## src/rtl/hyper_mvblck_if.sv

```systemverilog
// Block-move bus: command, status, source-pop and sink-write signals.
// The block itself attaches through the slave modport.
interface hyper_mvblck_if;
  logic        BLCK_ISSUE;
  logic [8:0]  BLCK_START;
  logic [5:0]  BLCK_COUNT_REQ;
  logic [1:0]  BLCK_SECTION;
  logic        SRC_VALID;
  logic [15:0] SRC_DATA;
  logic        SRC_LAST;
  logic        SRC_POP;
  logic        DEVERR;
  logic        DST_READY;
  logic        DST_WE;
  logic [8:0]  DST_ADDR;
  logic [15:0] DST_DATA;
  logic [5:0]  BLCK_COUNT_SENT;
  logic        BLCK_WORKING;
  logic        BLCK_IRQ;
  logic        BLCK_ABRUPT_STOP;
  logic        BLCK_FRDRAM_DEVERR;
  logic [1:0]  SECTION_OUT;

  modport master (
    output BLCK_ISSUE, BLCK_START, BLCK_COUNT_REQ, BLCK_SECTION,
    output SRC_VALID, SRC_DATA, SRC_LAST, DEVERR, DST_READY,
    input  SRC_POP, DST_WE, DST_ADDR, DST_DATA,
    input  BLCK_COUNT_SENT, BLCK_WORKING, BLCK_IRQ,
    input  BLCK_ABRUPT_STOP, BLCK_FRDRAM_DEVERR, SECTION_OUT
  );

  modport slave (
    input  BLCK_ISSUE, BLCK_START, BLCK_COUNT_REQ, BLCK_SECTION,
    input  SRC_VALID, SRC_DATA, SRC_LAST, DEVERR, DST_READY,
    output SRC_POP, DST_WE, DST_ADDR, DST_DATA,
    output BLCK_COUNT_SENT, BLCK_WORKING, BLCK_IRQ,
    output BLCK_ABRUPT_STOP, BLCK_FRDRAM_DEVERR, SECTION_OUT
  );
endinterface

```

## src/rtl/hyper_mvblck.sv

```systemverilog
// Toggle-triggered block mover: copies source words into a 9-bit
// wrapping destination window, with completion and abort status.
module hyper_mvblck (
  input  logic          CLK,
  input  logic          RST,
  hyper_mvblck_if.slave bus
);

  typedef enum logic [1:0] {
    S_IDLE,
    S_MOVE,
    S_DONE
  } state_t;

  state_t      r_state;
  state_t      w_state_nxt;

  logic        r_issue_seen;
  logic [8:0]  r_start;
  logic [5:0]  r_count;
  logic [1:0]  r_section;
  logic [5:0]  r_sent;
  logic [5:0]  r_idle_cnt;
  logic        r_irq;
  logic        r_abrupt;
  logic        r_deverr;
  logic        r_working;

  logic        w_seen_nxt;
  logic [8:0]  w_start_nxt;
  logic [5:0]  w_count_nxt;
  logic [1:0]  w_sec_nxt;
  logic [5:0]  w_sent_nxt;
  logic [5:0]  w_idle_nxt;
  logic        w_irq_nxt;
  logic        w_abrupt_nxt;
  logic        w_dev_nxt;
  logic        w_working_nxt;

  logic        w_xfer;
  logic        w_avail;
  logic        w_done;
  logic [5:0]  w_sent_inc;

  assign w_avail    = bus.SRC_VALID & bus.DST_READY;
  assign w_done     = (r_sent == r_count);
  assign w_sent_inc = r_sent + 6'd1;

  always_ff @(posedge CLK or posedge RST) begin
    if (RST) r_state <= S_IDLE;
    else     r_state <= w_state_nxt;
  end

  always_comb begin
    w_state_nxt   = r_state;
    w_seen_nxt    = r_issue_seen;
    w_start_nxt   = r_start;
    w_count_nxt   = r_count;
    w_sec_nxt     = r_section;
    w_sent_nxt    = r_sent;
    w_idle_nxt    = r_idle_cnt;
    w_irq_nxt     = r_irq;
    w_abrupt_nxt  = r_abrupt;
    w_dev_nxt     = r_deverr;
    w_working_nxt = r_working;
    w_xfer        = 1'b0;
    unique case (r_state)
      S_IDLE: begin
        if (bus.BLCK_ISSUE != r_issue_seen) begin
          w_seen_nxt    = bus.BLCK_ISSUE;
          w_start_nxt   = bus.BLCK_START;
          w_count_nxt   = bus.BLCK_COUNT_REQ;
          w_sec_nxt     = bus.BLCK_SECTION;
          w_sent_nxt    = '0;
          w_idle_nxt    = '0;
          w_irq_nxt     = 1'b0;
          w_abrupt_nxt  = 1'b0;
          w_dev_nxt     = 1'b0;
          w_working_nxt = 1'b1;
          w_state_nxt   = S_MOVE;
        end
      end
      S_MOVE: begin
        // device error wins over completion, transfer and timeout
        if (bus.DEVERR) begin
          w_dev_nxt    = 1'b1;
          w_abrupt_nxt = 1'b1;
          w_state_nxt  = S_DONE;
        end else if (w_done) begin
          w_state_nxt = S_DONE;
        end else if (w_avail) begin
          w_xfer     = 1'b1;
          w_sent_nxt = w_sent_inc;
          w_idle_nxt = '0;
          if (bus.SRC_LAST) begin
            w_irq_nxt = 1'b1;
            if (w_sent_inc != r_count) begin
              w_abrupt_nxt = 1'b1;
              w_state_nxt  = S_DONE;
            end
          end
        end else begin
          w_idle_nxt = r_idle_cnt + 6'd1;
          if (r_idle_cnt == 6'd62) begin
            w_abrupt_nxt = 1'b1;
            w_state_nxt  = S_DONE;
          end
        end
      end
      S_DONE: begin
        w_working_nxt = 1'b0;
        w_state_nxt   = S_IDLE;
      end
      default: begin
        w_state_nxt = S_IDLE;
      end
    endcase
  end

  always_ff @(posedge CLK or posedge RST) begin
    if (RST) begin
      r_issue_seen <= 1'b0;
      r_start      <= '0;
      r_count      <= '0;
      r_section    <= '0;
      r_sent       <= '0;
      r_idle_cnt   <= '0;
      r_irq        <= 1'b0;
      r_abrupt     <= 1'b0;
      r_deverr     <= 1'b0;
      r_working    <= 1'b0;
    end else begin
      r_issue_seen <= w_seen_nxt;
      r_start      <= w_start_nxt;
      r_count      <= w_count_nxt;
      r_section    <= w_sec_nxt;
      r_sent       <= w_sent_nxt;
      r_idle_cnt   <= w_idle_nxt;
      r_irq        <= w_irq_nxt;
      r_abrupt     <= w_abrupt_nxt;
      r_deverr     <= w_dev_nxt;
      r_working    <= w_working_nxt;
    end
  end

  // write port is zero whenever no word moves
  assign bus.SRC_POP  = w_xfer;
  assign bus.DST_WE   = w_xfer;
  assign bus.DST_ADDR = w_xfer ? (r_start + {3'b000, r_sent}) : '0;
  assign bus.DST_DATA = w_xfer ? bus.SRC_DATA : '0;

  assign bus.BLCK_COUNT_SENT    = r_sent;
  assign bus.BLCK_WORKING       = r_working;
  assign bus.BLCK_IRQ           = r_irq;
  assign bus.BLCK_ABRUPT_STOP   = r_abrupt;
  assign bus.BLCK_FRDRAM_DEVERR = r_deverr;
  assign bus.SECTION_OUT        = r_section;

endmodule

```

## src/flat_wrapper.sv

```systemverilog
// flat-port wrapper written by rule: the top's interface ports become plain ports
module hyper_mvblck_flat 
  (CLK, RST, bus_BLCK_ISSUE, bus_BLCK_START, bus_BLCK_COUNT_REQ, bus_BLCK_SECTION, bus_SRC_VALID, bus_SRC_DATA, bus_SRC_LAST, bus_DEVERR, bus_DST_READY, bus_SRC_POP, bus_DST_WE, bus_DST_ADDR, bus_DST_DATA, bus_BLCK_COUNT_SENT, bus_BLCK_WORKING, bus_BLCK_IRQ, bus_BLCK_ABRUPT_STOP, bus_BLCK_FRDRAM_DEVERR, bus_SECTION_OUT);
  hyper_mvblck_if bus_i ();
  input  logic CLK;
  input  logic RST;
  input wire logic [$bits(bus_i.BLCK_ISSUE)-1:0] bus_BLCK_ISSUE;
  input wire logic [$bits(bus_i.BLCK_START)-1:0] bus_BLCK_START;
  input wire logic [$bits(bus_i.BLCK_COUNT_REQ)-1:0] bus_BLCK_COUNT_REQ;
  input wire logic [$bits(bus_i.BLCK_SECTION)-1:0] bus_BLCK_SECTION;
  input wire logic [$bits(bus_i.SRC_VALID)-1:0] bus_SRC_VALID;
  input wire logic [$bits(bus_i.SRC_DATA)-1:0] bus_SRC_DATA;
  input wire logic [$bits(bus_i.SRC_LAST)-1:0] bus_SRC_LAST;
  input wire logic [$bits(bus_i.DEVERR)-1:0] bus_DEVERR;
  input wire logic [$bits(bus_i.DST_READY)-1:0] bus_DST_READY;
  output wire logic [$bits(bus_i.SRC_POP)-1:0] bus_SRC_POP;
  output wire logic [$bits(bus_i.DST_WE)-1:0] bus_DST_WE;
  output wire logic [$bits(bus_i.DST_ADDR)-1:0] bus_DST_ADDR;
  output wire logic [$bits(bus_i.DST_DATA)-1:0] bus_DST_DATA;
  output wire logic [$bits(bus_i.BLCK_COUNT_SENT)-1:0] bus_BLCK_COUNT_SENT;
  output wire logic [$bits(bus_i.BLCK_WORKING)-1:0] bus_BLCK_WORKING;
  output wire logic [$bits(bus_i.BLCK_IRQ)-1:0] bus_BLCK_IRQ;
  output wire logic [$bits(bus_i.BLCK_ABRUPT_STOP)-1:0] bus_BLCK_ABRUPT_STOP;
  output wire logic [$bits(bus_i.BLCK_FRDRAM_DEVERR)-1:0] bus_BLCK_FRDRAM_DEVERR;
  output wire logic [$bits(bus_i.SECTION_OUT)-1:0] bus_SECTION_OUT;
  assign bus_i.BLCK_ISSUE = bus_BLCK_ISSUE;
  assign bus_i.BLCK_START = bus_BLCK_START;
  assign bus_i.BLCK_COUNT_REQ = bus_BLCK_COUNT_REQ;
  assign bus_i.BLCK_SECTION = bus_BLCK_SECTION;
  assign bus_i.SRC_VALID = bus_SRC_VALID;
  assign bus_i.SRC_DATA = bus_SRC_DATA;
  assign bus_i.SRC_LAST = bus_SRC_LAST;
  assign bus_i.DEVERR = bus_DEVERR;
  assign bus_i.DST_READY = bus_DST_READY;
  assign bus_SRC_POP = bus_i.SRC_POP;
  assign bus_DST_WE = bus_i.DST_WE;
  assign bus_DST_ADDR = bus_i.DST_ADDR;
  assign bus_DST_DATA = bus_i.DST_DATA;
  assign bus_BLCK_COUNT_SENT = bus_i.BLCK_COUNT_SENT;
  assign bus_BLCK_WORKING = bus_i.BLCK_WORKING;
  assign bus_BLCK_IRQ = bus_i.BLCK_IRQ;
  assign bus_BLCK_ABRUPT_STOP = bus_i.BLCK_ABRUPT_STOP;
  assign bus_BLCK_FRDRAM_DEVERR = bus_i.BLCK_FRDRAM_DEVERR;
  assign bus_SECTION_OUT = bus_i.SECTION_OUT;
  hyper_mvblck u_core (.CLK(CLK), .RST(RST), .bus(bus_i));
endmodule
```

## config.mk

```make
export PLATFORM = sky130hd
export DESIGN_NAME = hyper_mvblck_flat
export DESIGN_NICKNAME = d
export VERILOG_FILES = /design/src/rtl/hyper_mvblck_if.sv /design/src/rtl/hyper_mvblck.sv /design/src/flat_wrapper.sv
export SDC_FILE = /design/constraint.sdc
export NUM_CORES = 1
export LEC_CHECK = 0
export BUFFER_PORTS_ARGS = -buffer_cell sky130_fd_sc_hd__buf_2
export CELL_PAD_IN_SITES_DETAIL_PLACEMENT = 1
export CELL_PAD_IN_SITES_GLOBAL_PLACEMENT = 1
export CORE_MARGIN = 1
export CORE_UTILIZATION = 37
export CTS_BUF_LIST = sky130_fd_sc_hd__clkbuf_8
export DETAILED_ROUTE_END_ITERATION = 7
export GPL_TIMING_DRIVEN = 0
export HOLD_SLACK_MARGIN = 0.05
export MAX_ROUTING_LAYER = met4
export PLACE_DENSITY_LB_ADDON = 0.12
export RECOVER_POWER = 25
export SLEW_MARGIN = 5
export SYNTH_ARGS = -nofsm -noshare
export SYNTH_HDL_FRONTEND = slang
export SYNTH_SLANG_ARGS = --single-unit
```

## constraint.sdc

```tcl
create_clock -name CLK -period 3.4 [get_ports CLK]
set_input_delay 1.02 -clock CLK [delete_from_list [all_inputs] [get_ports CLK]]
set_output_delay 1.02 -clock CLK [all_outputs]
set_load 0.01 [all_outputs]
```

==> results.sh, run 1 <==
export IMPL_synth_flop_cell="dfrtp_1"
export IMPL_syn_nets=315
export IMPL_grt_pass1_vias=2303
export IMPL_core_area_mm2=0.005675
export IMPL_slew_headroom_pct=5.740
export IMPL_place_hpwl_um=4459
export IMPL_die_h_um=79.69
export IMPL_htreeDepth=2
export IMPL_gp_congestion=0.8111
export IMPL_drt_initial_drc_count=108
export IMPL_cp_required_ns=2.38
export IMPL_worst_ep_arrival_time_ns=2.51
export IMPL_final_antenna_net_count=0
export IMPL_fin_worst_skew_ns=0.01201
export IMPL_critical_path_max_stage_delay_ns=0.34
export IMPL_crit_start="bus_BLCK_ISSUE"
export IMPL_total_power_mw=2.491
export IMPL_cp_max_fo=6
export IMPL_drv_cap=0
export IMPL_async_reset_ff_share_pct=100.0
export IMPL_synth_top_area_cell="dfrtp_1"
export IMPL_fin_ws_ns=-0.1262
export IMPL_die_area_mm2=0.006351
export IMPL_rsz0062_at_grt="yes"
export IMPL_power_density_mw_per_mm2=775.6
export IMPL_rows=27
export IMPL_synth_edff_count=0
export IMPL_ys_seq_elements=36
export IMPL_clock_sinks=36
export IMPL_crit_reg2reg_launch="u_core.bus.BLCK_COUNT_SENT[0]"
export IMPL_hold_viol=0
export IMPL_stdcell_area_mm2=0.003212
export IMPL_ys_warn_count=0
export IMPL_cts_tree="done"
export IMPL_synth_distinct_cells=44
export IMPL_finalCriticalPeriod_ns=3.526
export IMPL_totalWireLength_um=7119
export IMPL_clockBufferDepth=2
export IMPL_grt_overflow=0
export IMPL_rr_worst_depth=8
export IMPL_slowest_stage="or3_1"
export IMPL_grt_usage_pct=22.95
export IMPL_drive_above_1_share_pct=39.68
export IMPL_yosys_area_top_type_share_pct=40.34
export IMPL_wl_per_cell_um=16.00
export IMPL_synth_common_cells="67 x nand2_1, 36 x dfrtp_1, 20 x and2_1"
export IMPL_max_slew_worst_pin_slew_ns=1.412
export IMPL_crit_end="bus_DST_ADDR[2]"
export IMPL_clk_pin_slew_ns=0.08
export IMPL_numCtsBuffers=5
export IMPL_nets=422
export IMPL_io_buffer_count=78
export IMPL_crit_path_end_kind="output pin"
export IMPL_timing_rr_end="u_core.bus.BLCK_ABRUPT_STOP"
export IMPL_grt_pass1_wl_um=10780
export IMPL_cp_cell_sequence="buf_8, xor2_2, o211a_1, o31ai_4, or3_1, buf_6, nor3_1, buf_2"
export IMPL_grt_max_degree=37
export IMPL_syn_to_final_growth_pct=43.81
export IMPL_vias=2292
export IMPL_start_util_pct=39.35
export IMPL_ir_worst_vdd_v=0.0003851
export IMPL_status="finished, violations left"
export IMPL_viasPerCell=5.151
export IMPL_dp_cells=415
export IMPL_rrSetupSlack_ns=0.92
export IMPL_n_antenna_cell=0
export IMPL_cts_root_buf="clkbuf_8"
export IMPL_drc=0
export IMPL_placed_area_mm2=0.002714
export IMPL_slew_violations=0
export IMPL_io_pins=79
export IMPL_start_kind="input port"
export IMPL_syn_area_mm2=0.002233
export IMPL_insertion_delay_ns=0.29
export IMPL_worstHoldPathType="reg2reg"
export IMPL_yosysMostFrequentCell="nand2_1"
export IMPL_synthesis_instances=265
export IMPL_fmax_ghz=0.2836
export IMPL_die_w_um=79.69
export IMPL_finalSetupViolCount=24
export IMPL_firstDrtPassIters=4
export IMPL_antenna_found_initial=0
export IMPL_syn_area_per_cell_um2=8.428
export IMPL_violations="negative setup slack"
export IMPL_crit_type="in2out"
export IMPL_min_period_over_period_pct=103.7
export IMPL_seq_area_frac_synth_pct=40.34
export IMPL_power_leakage_nw=1.670
export IMPL_stdcell_count=445
export IMPL_synth_area_leaders="dfrtp_1 40%, nand2_1 11%, and2_1 5.6%"
## final cells by class
cell class,instances,area (um^2)
buffer,10,68.82
clock buffer,6,82.58
clock inverter,2,10.01
fill,722,2464
inverter,10,45.04
multi-input combinational,209,1319
sequential,36,904.6
tap,72,90.09
timing repair buffer,100,691.9
## per-layer routing
layer  vias to the layer above  wire [um]  global-route usage, %  part of all wire (%)
li1                       1110          -                      -                     -
met1                      1108       3027                  27.69                    43
met2                        68       3673                  39.57                    52
met3                         6        367                  3.886                   5.2
met4                         0         51                  6.000                  0.72
met5                         -          0                      -                     0
## sequential cells by signal, indices dropped and copies added, names as in the netlist
| signal | count |
|---|---|
| u_core.r_state | 2 |
| u_core.r_idle_cnt | 6 |
| u_core.r_start | 9 |
| u_core.r_issue_seen | 1 |
| u_core.bus.BLCK_IRQ | 1 |
| u_core.bus.BLCK_ABRUPT_STOP | 1 |
| u_core.r_count | 6 |
| u_core.bus.SECTION_OUT | 2 |
| u_core.bus.BLCK_WORKING | 1 |
| u_core.bus.BLCK_COUNT_SENT | 6 |
| u_core.bus.BLCK_FRDRAM_DEVERR | 1 |
## critical path, delay by kind of cell
kind | cells | cell delay, ns
compound gates | 2 | 0.28
xor+xnor | 1 | 0.14
buf+inv | 3 | 0.45
simple gates | 2 | 0.61
## report_power, final
| part | switching (mW) | internal (mW) | total [mW] |
|---|---|---|---|
| clock | 0.163 | 0.162 | 0.325 |
| sequential | 0.133 | 0.585 | 0.718 |
| combinational | 0.780 | 0.668 | 1.45 |
## logic make-up after synthesis
family / Yosys count / synth area share, %
and+or+nand+nor: 136 / 28.80
adders and majority gates: 10 / 5.939
buffers and inverters: 20 / 4.426
xor gates and xnor gates: 15 / 5.883
AOI/OAI and AO/OA: 47 / 14.12
muxes: 1 / 0.5042
DFF: 36 / 40.34
## cell usage in the layout, fill, tap and decap left out, types with 6 or more instances in the layout
master    Yosys  layout
o21ai_0      18      16
nor3_1        6       6
buf_6         2      23
clkbuf_8      0       6
buf_4         1      19
dfrtp_1      36      33
nand3_1       7       7
and2_4        0      15
xor2_1        7       6
ha_1          9       8
xnor2_1       8       8
nand2_1      67      67
nor2_1       15      13
inv_1         9       9
buf_2         2      61
## worst min path at each step
stage	startpoint	end	cells after the start
2_1_floorplan	u_core.r_idle_cnt[5]	u_core.r_idle_cnt[5]	1
3_3_place_gp	u_core.bus.SECTION_OUT[1]	u_core.bus.SECTION_OUT[1]	2
3_5_place_dp	u_core.bus.SECTION_OUT[0]	u_core.bus.SECTION_OUT[0]	2
4_1_cts	u_core.bus.SECTION_OUT[0]	u_core.bus.SECTION_OUT[0]	2
5_1_grt	u_core.bus.SECTION_OUT[1]	u_core.bus.SECTION_OUT[1]	2
6_report	u_core.bus.SECTION_OUT[0]	u_core.bus.SECTION_OUT[0]	2
## through the flow
step	util [%]	TNS, ns	hold slack (ns)	setup WS [ns]
floorplan	-	0	0.4442	0.02899
finish	56.59	-1.579	0.4805	-0.1262
CTS	53.09	-2.159	0.4854	-0.1131
global placement	47.82	-5.557	0.4621	-0.3186
detailed placement	47.82	-5.588	0.4644	-0.3305
global route	56.59	-2.773	0.5072	-0.1850
## repair_timing
item                                   CTS  global route
setup endpoints to repair               27            26
setup buffers                           12             9
hold buffers                             0             0
resized for setup                       29            33
pin swaps                               14             9
gates cloned                             1             0
endpoints found under the hold margin    0             0
Note: power is estimated with default switching activity, not from simulation.
==> inputs of run 2 (changes only) <==
--- a/config.mk
+++ b/config.mk
@@ -9,7 +9,7 @@
 export CELL_PAD_IN_SITES_DETAIL_PLACEMENT = 1
 export CELL_PAD_IN_SITES_GLOBAL_PLACEMENT = 1
 export CORE_MARGIN = 1
-export CORE_UTILIZATION = 37
+export CORE_UTILIZATION = 34
 export CTS_BUF_LIST = sky130_fd_sc_hd__clkbuf_8
 export DETAILED_ROUTE_END_ITERATION = 7
 export GPL_TIMING_DRIVEN = 0
==> constraint.sdc (replaced) <==
create_clock -name CLK -period 2.85 [get_ports CLK]
set_input_delay 0.855 -clock CLK [delete_from_list [all_inputs] [get_ports CLK]]
set_output_delay 0.855 -clock CLK [all_outputs]
set_load 0.01 [all_outputs]
==> run 2 against run 1 <==
  * The run still ends with negative setup slack left
  * Die area increased by 8.6%
  * Clock-buffer cell count unchanged
  * Clock power increased by 20%
  * First-iteration DRC count fell by 42%
  * Power rose by 22%
  * Global-route usage shrank 1.6 points
  * Sequential share of layout area is 0.87 points lower
  * Routed wire length shrank 3.3%
  * Register-to-register slack got worse by 0.63 ns
  * Largest cell class unchanged
  * Worst hold slack gained 0.0056 ns
  * Cell area increased by 3.2%
  * Utilization fell by 4.4 points
==> results.sh, run 2 (synthesis results as in run 1) <==
export IMPL_status="finished, violations left"
export IMPL_die_h_um=83.05
export IMPL_min_period_over_period_pct=112.5
export IMPL_rsz0062_at_grt="yes"
export IMPL_io_buffer_count=78
export IMPL_drive_above_1_share_pct=41.71
export IMPL_numCtsBuffers=5
export IMPL_worstHoldPathType="reg2reg"
export IMPL_ir_worst_vdd_v=0.0004182
export IMPL_rr_worst_depth=9
export IMPL_vias=2258
export IMPL_crit_reg2reg_launch="u_core.bus.BLCK_COUNT_SENT[0]"
export IMPL_wl_met1_um=3149
export IMPL_hold_end="u_core.r_start[5]"
export IMPL_crit_family="simple AND/OR/NAND/NOR gates"
export IMPL_grt_pass1_vias=2347
export IMPL_power_leakage_nw=1.687
export IMPL_rrSetupSlack_ns=0.29
export IMPL_min_path_cells=2
export IMPL_wl_met3_um=228
export IMPL_clockBufferDepth=2
export IMPL_final_common_cell="nand2_1"
export IMPL_largest_register_ff_count=9
export IMPL_cp_max_fo=6
export IMPL_timing_rr_end="u_core.bus.BLCK_ABRUPT_STOP"
export IMPL_final_antenna_net_count=0
export IMPL_grt_usage_pct=21.39
export IMPL_core_area_mm2=0.006350
export IMPL_slew_headroom_pct=8.086
export IMPL_start_util_pct=35.17
export IMPL_p_sw_mw=1.303
export IMPL_final_cell_mix="67 x nand2_1, 59 x buf_2, 33 x dfrtp_1"
export IMPL_highest_layer="met4"
export IMPL_p_int_mw=1.744
export IMPL_largest_register="u_core.r_start"
export IMPL_drc=0
export IMPL_gp_congestion=0.8645
export IMPL_syn_to_final_growth_pct=48.40
export IMPL_critical_path_max_stage_delay_ns=0.56
export IMPL_grt_overflow=0
export IMPL_die_area_mm2=0.006897
export IMPL_n_antenna_cell=0
export IMPL_slowest_stage="or4_4"
export IMPL_fin_worst_skew_ns=0.007189
export IMPL_insertion_delay_ns=0.29
export IMPL_clock_sinks=36
export IMPL_wl_per_cell_um=15.27
export IMPL_drv_cap=0
export IMPL_start_kind="flop"
export IMPL_finalCriticalPeriod_ns=3.206
export IMPL_grt_max_degree=37
export IMPL_finalSetupViolCount=27
export IMPL_crit_path_end_kind="output pin"
export IMPL_sw_frac_of_total_pct=42.75
export IMPL_fmax_ghz=0.3119
export IMPL_clk_pin_slew_ns=0.08
export IMPL_violations="negative setup slack"
export IMPL_met2_length_um=3455
export IMPL_place_hpwl_um=4549
export IMPL_finalHoldWorstSlack_ns=0.4862
export IMPL_fillers=763
export IMPL_path_common_cell="buf_6"
export IMPL_rows=29
export IMPL_pwr_share_seq_pct=28.4
export IMPL_max_slew_worst_pin_slew_ns=1.377
export IMPL_crit_type="reg2out"
export IMPL_cts_root_buf="clkbuf_8"
export IMPL_nets=423
export IMPL_firstDrtPassIters=4
export IMPL_totalWireLength_um=6885
export IMPL_worst_ep_arrival_time_ns=2.35
export IMPL_final_setup_tns_ns=-8.628
export IMPL_slew_violations=0
export IMPL_combPwrFrac_pct=58.8
export IMPL_htreeDepth=2
export IMPL_antenna_found_initial=0
export IMPL_hold_viol=0
export IMPL_io_pins=79
export IMPL_drt_initial_drc_count=63
export IMPL_cts_tree="done"
export IMPL_min_delay_start="u_core.r_start[5]"
export IMPL_worst_path_buf_inv=4
export IMPL_fin_ws_ns=-0.3558
export IMPL_viasPerCell=5.007
export IMPL_die_w_um=83.05
export IMPL_cp_cell_sequence="buf_6, xor2_1, or4_4, o31ai_4, or3_4, inv_8, buf_8, and2_4, buf_6"
export IMPL_power_density_mw_per_mm2=919.3
export IMPL_clkPwrFrac_pct=12.8
export IMPL_grt_pass1_wl_um=11580
export IMPL_cp_required_ns=2.00
[run 2: changes by cell type in the layout (fill, tap and decap cells not counted), sizes merged]
| cell | delta |
|---|---|
| clkinv | -2 |
| clkinvlp | +2 |
| buf | +1 |
[run 2: per-layer routing]
layer | global-route usage (%) | vias up
li1 | - | 1105
met1 | 27.72 | 1082
met2 | 35.39 | 65
met3 | 3.579 | 6
met4 | 4.389 | 0
met5 | - | -
[run 2: cell type report]
type / instances / area, um^2 / share of cell area [%]
Buffer: 9 / 61.31 / 1.850
Clock buffer: 6 / 82.58 / 2.492
Clock inverter: 2 / 15.01 / 0.4530
Inverter: 10 / 45.04 / 1.359
Multi-Input combinational cell: 209 / 1375 / 41.49
Sequential cell: 36 / 904.6 / 27.29
Tap cell: 77 / 96.34 / 2.907
Timing Repair Buffer: 102 / 734.5 / 22.16
[run 2: per-stage QoR]
step / instances / setup WS [ns] / area (um^2) / power, mW / utilization [%]
floorplan: 265 / -0.1133 / 2286 / 1.824 / -
detailed placement: 420 / -0.4984 / 2773 / 2.272 / 43.67
CTS: 448 / -0.4007 / 3217 / 2.974 / 50.66
global placement: 420 / -0.4864 / 2773 / 2.233 / 43.67
finish: 451 / -0.3558 / 3314 / 3.047 / 52.20
global route: 451 / -0.4206 / 3314 / 3.308 / 52.20
[run 2: tightest hold or removal path, cell delays in order (launching register included)]
cell and delay, ns:
dfrtp_1 0.35, nand2_1 0.05, nand2_1 0.05
[run 2: power groups by stage]
| stage | clock [mW] | combinational (mW) | sequential (mW) |
|---|---|---|---|
| 2_1_floorplan | 0 | 0.970 | 0.854 |
| 3_3_place_gp | 0 | 1.36 | 0.870 |
| 3_5_place_dp | 0 | 1.40 | 0.876 |
| 4_1_cts | 0.405 | 1.71 | 0.861 |
| 5_1_grt | 0.422 | 1.99 | 0.891 |
| 6_report | 0.391 | 1.79 | 0.864 |
[run 2: worst max-delay path by stage]
stage / to / from / depth (start not counted)
5_1_grt: bus_DST_DATA[4] / u_core.bus.BLCK_COUNT_SENT[2] / 9
3_3_place_gp: bus_DST_ADDR[0] / bus_BLCK_ISSUE / 10
2_1_floorplan: bus_DST_ADDR[0] / bus_BLCK_ISSUE / 8
4_1_cts: bus_DST_DATA[2] / u_core.bus.BLCK_COUNT_SENT[2] / 10
6_report: bus_DST_DATA[12] / u_core.bus.BLCK_COUNT_SENT[2] / 9
3_5_place_dp: bus_DST_ADDR[0] / bus_BLCK_ISSUE / 10
[run 2: repair_timing]
action / in CTS / in global routing
gates resized for setup: 43 / 18
hold buffers: 0 / 0
setup endpoints to repair: 27 / 27
pin swaps: 24 / 13
cloned: 1 / 0
setup buffers: 19 / 4
==> inputs of run 3 (changes only) <==
==> constraint.sdc (replaced) <==
create_clock -name CLK -period 2.7 [get_ports CLK]
set_input_delay 0.135 -clock CLK [delete_from_list [all_inputs] [get_ports CLK]]
set_output_delay 0.135 -clock CLK [all_outputs]
set_load 0.01 [all_outputs]
==> run 3 against run 2 <==
  * The run now ends clean
  * Clock power rose by 22%
  * Clock-buffer cell count is 1 lower
  * Sequential power rose by 4.2%
  * First-iteration DRC count up 33%
  * Critical path type unchanged
  * Largest power group unchanged
  * Highest routed layer unchanged
==> results.sh, run 3 (synthesis results as in run 1) <==
export IMPL_grt_pass1_vias=2282
export IMPL_drt_initial_drc_count=84
export IMPL_path_common_cell="buf_6"
export IMPL_viasPerCell=5.013
export IMPL_rows=29
export IMPL_grt_pass1_wl_um=10980
export IMPL_start_kind="flop"
export IMPL_numCtsBuffers=5
export IMPL_final_setup_tns_ns=0
export IMPL_drc=0
export IMPL_power_density_mw_per_mm2=935.9
export IMPL_finalCriticalPeriod_ns=2.593
export IMPL_grt_max_degree=37
export IMPL_fmax_ghz=0.3857
export IMPL_n_antenna_cell=0
export IMPL_clk_pin_slew_ns=0.08
export IMPL_gp_congestion=0.8651
export IMPL_insertion_delay_ns=0.30
export IMPL_status="finished clean"
export IMPL_crit_path_end_kind="output pin"
export IMPL_ir_worst_vdd_v=0.0004166
export IMPL_worstHoldPathType="in2reg"
export IMPL_largest_register="u_core.r_start"
export IMPL_start_util_pct=35.17
export IMPL_die_w_um=83.05
export IMPL_worst_ep_arrival_time_ns=2.46
export IMPL_place_ws_ns=0.02941
export IMPL_power_leakage_nw=1.590
export IMPL_htreeDepth=2
export IMPL_cp_max_fo=11
export IMPL_io_pins=79
export IMPL_largest_register_ff_count=9
export IMPL_firstDrtPassIters=4
export IMPL_totalWireLength_um=6484
export IMPL_cp_cell_sequence="xor2_1, or4_4, o31ai_4, or3_1, buf_6, inv_4, buf_6, and2_1, buf_2"
export IMPL_final_common_cell="buf_2"
export IMPL_worst_path_buf_inv=4
export IMPL_wl_per_cell_um=14.35
export IMPL_grt_overflow=0
export IMPL_cp_num_cells=9
export IMPL_cts_tree="done"
export IMPL_min_period_over_period_pct=96.02
export IMPL_final_cell_mix="71 x buf_2, 67 x nand2_1, 33 x dfrtp_1"
export IMPL_rrSetupSlack_ns=0.18
export IMPL_fin_worst_skew_ns=0.007389
export IMPL_drv_cap=0
export IMPL_cp_required_ns=2.57
export IMPL_die_h_um=83.05
export IMPL_slew_headroom_pct=6.984
export IMPL_clockBufferDepth=2
export IMPL_grt_usage_pct=20.69
export IMPL_cts_root_buf="clkbuf_8"
export IMPL_place_hpwl_um=4852
export IMPL_finalSetupViolCount=0
export IMPL_crit_family="simple AND/OR/NAND/NOR gates"
export IMPL_hold_viol=0
export IMPL_rr_worst_depth=8
export IMPL_vias=2266
export IMPL_slowest_stage="or4_4"
export IMPL_max_slew_worst_pin_slew_ns=1.394
export IMPL_slew_violations=0
export IMPL_syn_to_final_growth_pct=36.86
export IMPL_crit_type="reg2out"
export IMPL_core_area_mm2=0.006350
export IMPL_final_antenna_net_count=0
export IMPL_clock_sinks=36
export IMPL_nets=424
export IMPL_critical_path_max_stage_delay_ns=0.58
export IMPL_drive_above_1_share_pct=26.67
export IMPL_fin_ws_ns=0.1074
export IMPL_io_buffer_count=78
export IMPL_min_path_cells=3
export IMPL_die_area_mm2=0.006897
export IMPL_antenna_found_initial=0
[run 3: area by class of cell]
type / count / area [um^2]
fillers: 809 / 3293
multi-input cells: 209 / 1244
flip-flops and latches: 36 / 904.6
repair buffers: 102 / 599.3
well taps: 77 / 96.34
clock buffers: 5 / 68.82
plain buffers: 10 / 61.31
clock inverters: 3 / 42.54
inverters: 10 / 40.04
[run 3: path summary, 6_finish.rpt]
check | endpoint | start
max | bus_DST_DATA[8] | u_core.bus.BLCK_COUNT_SENT[0]
min | u_core.r_count[5] | bus_BLCK_COUNT_REQ[5]
max reg2reg | u_core.bus.BLCK_ABRUPT_STOP | u_core.bus.BLCK_COUNT_SENT[0]
min reg2reg | u_core.bus.SECTION_OUT[1] | u_core.bus.SECTION_OUT[1]
max in group asynchronous | u_core.bus.BLCK_COUNT_SENT[0] | RST
min in group asynchronous | u_core.bus.SECTION_OUT[1] | RST
[run 3: timing repair]
| action | in CTS | in global routing |
|---|---|---|
| hold buffers | 17 | 0 |
| pin swaps | 2 | 1 |
| setup endpoints to repair | 24 | 11 |
| hold endpoints to repair | 52 | 0 |
| setup buffers | 1 | 6 |
| gates cloned | 0 | 0 |
| resized for setup | 3 | 7 |
[run 3: metal layers]
metal | vias to the layer above | GRT usage, % | share of wire [%]
li1 | 1110 | - | -
met1 | 1083 | 23.92 | 43
met2 | 62 | 36.07 | 50
met3 | 11 | 4.274 | 4.8
met4 | 0 | 6.270 | 1.5
met5 | - | - | 0
[run 3: power breakdown]
| group | switching [mW] | total (mW) | internal (mW) |
|---|---|---|---|
| clock | 0.205 | 0.478 | 0.273 |
| combinational | 0.868 | 1.48 | 0.615 |
| sequential | 0.163 | 0.900 | 0.737 |
| total | 1.24 | 2.86 | 1.62 |
[run 3: per-stage QoR]
| stage | instance area [um^2] | power [mW] | instances | util (%) | hold slack (ns) |
|---|---|---|---|---|---|
| 2_1_floorplan | 2233 | 1.866 | 265 | - | 0.2404 |
| 3_3_place_gp | 2720 | 2.299 | 420 | 42.84 | 0.3224 |
| 3_5_place_dp | 2720 | 2.349 | 420 | 42.84 | 0.3253 |
| 4_1_cts | 3014 | 2.881 | 446 | 47.47 | 0.05382 |
| 5_1_grt | 3057 | 3.116 | 452 | 48.14 | 0.06365 |
| 6_report | 3057 | 2.861 | 452 | 48.14 | 0.05622 |
[run 3: worst reg2reg max path, cell delays in order, from the launching register on]
cell     delay, ns
dfrtp_2       0.47
buf_4         0.16
ha_1          0.25
and3b_1       0.18
or3_1         0.35
a31oi_1       0.25
o41a_1        0.22
or4b_1        0.44
a21oi_1       0.13
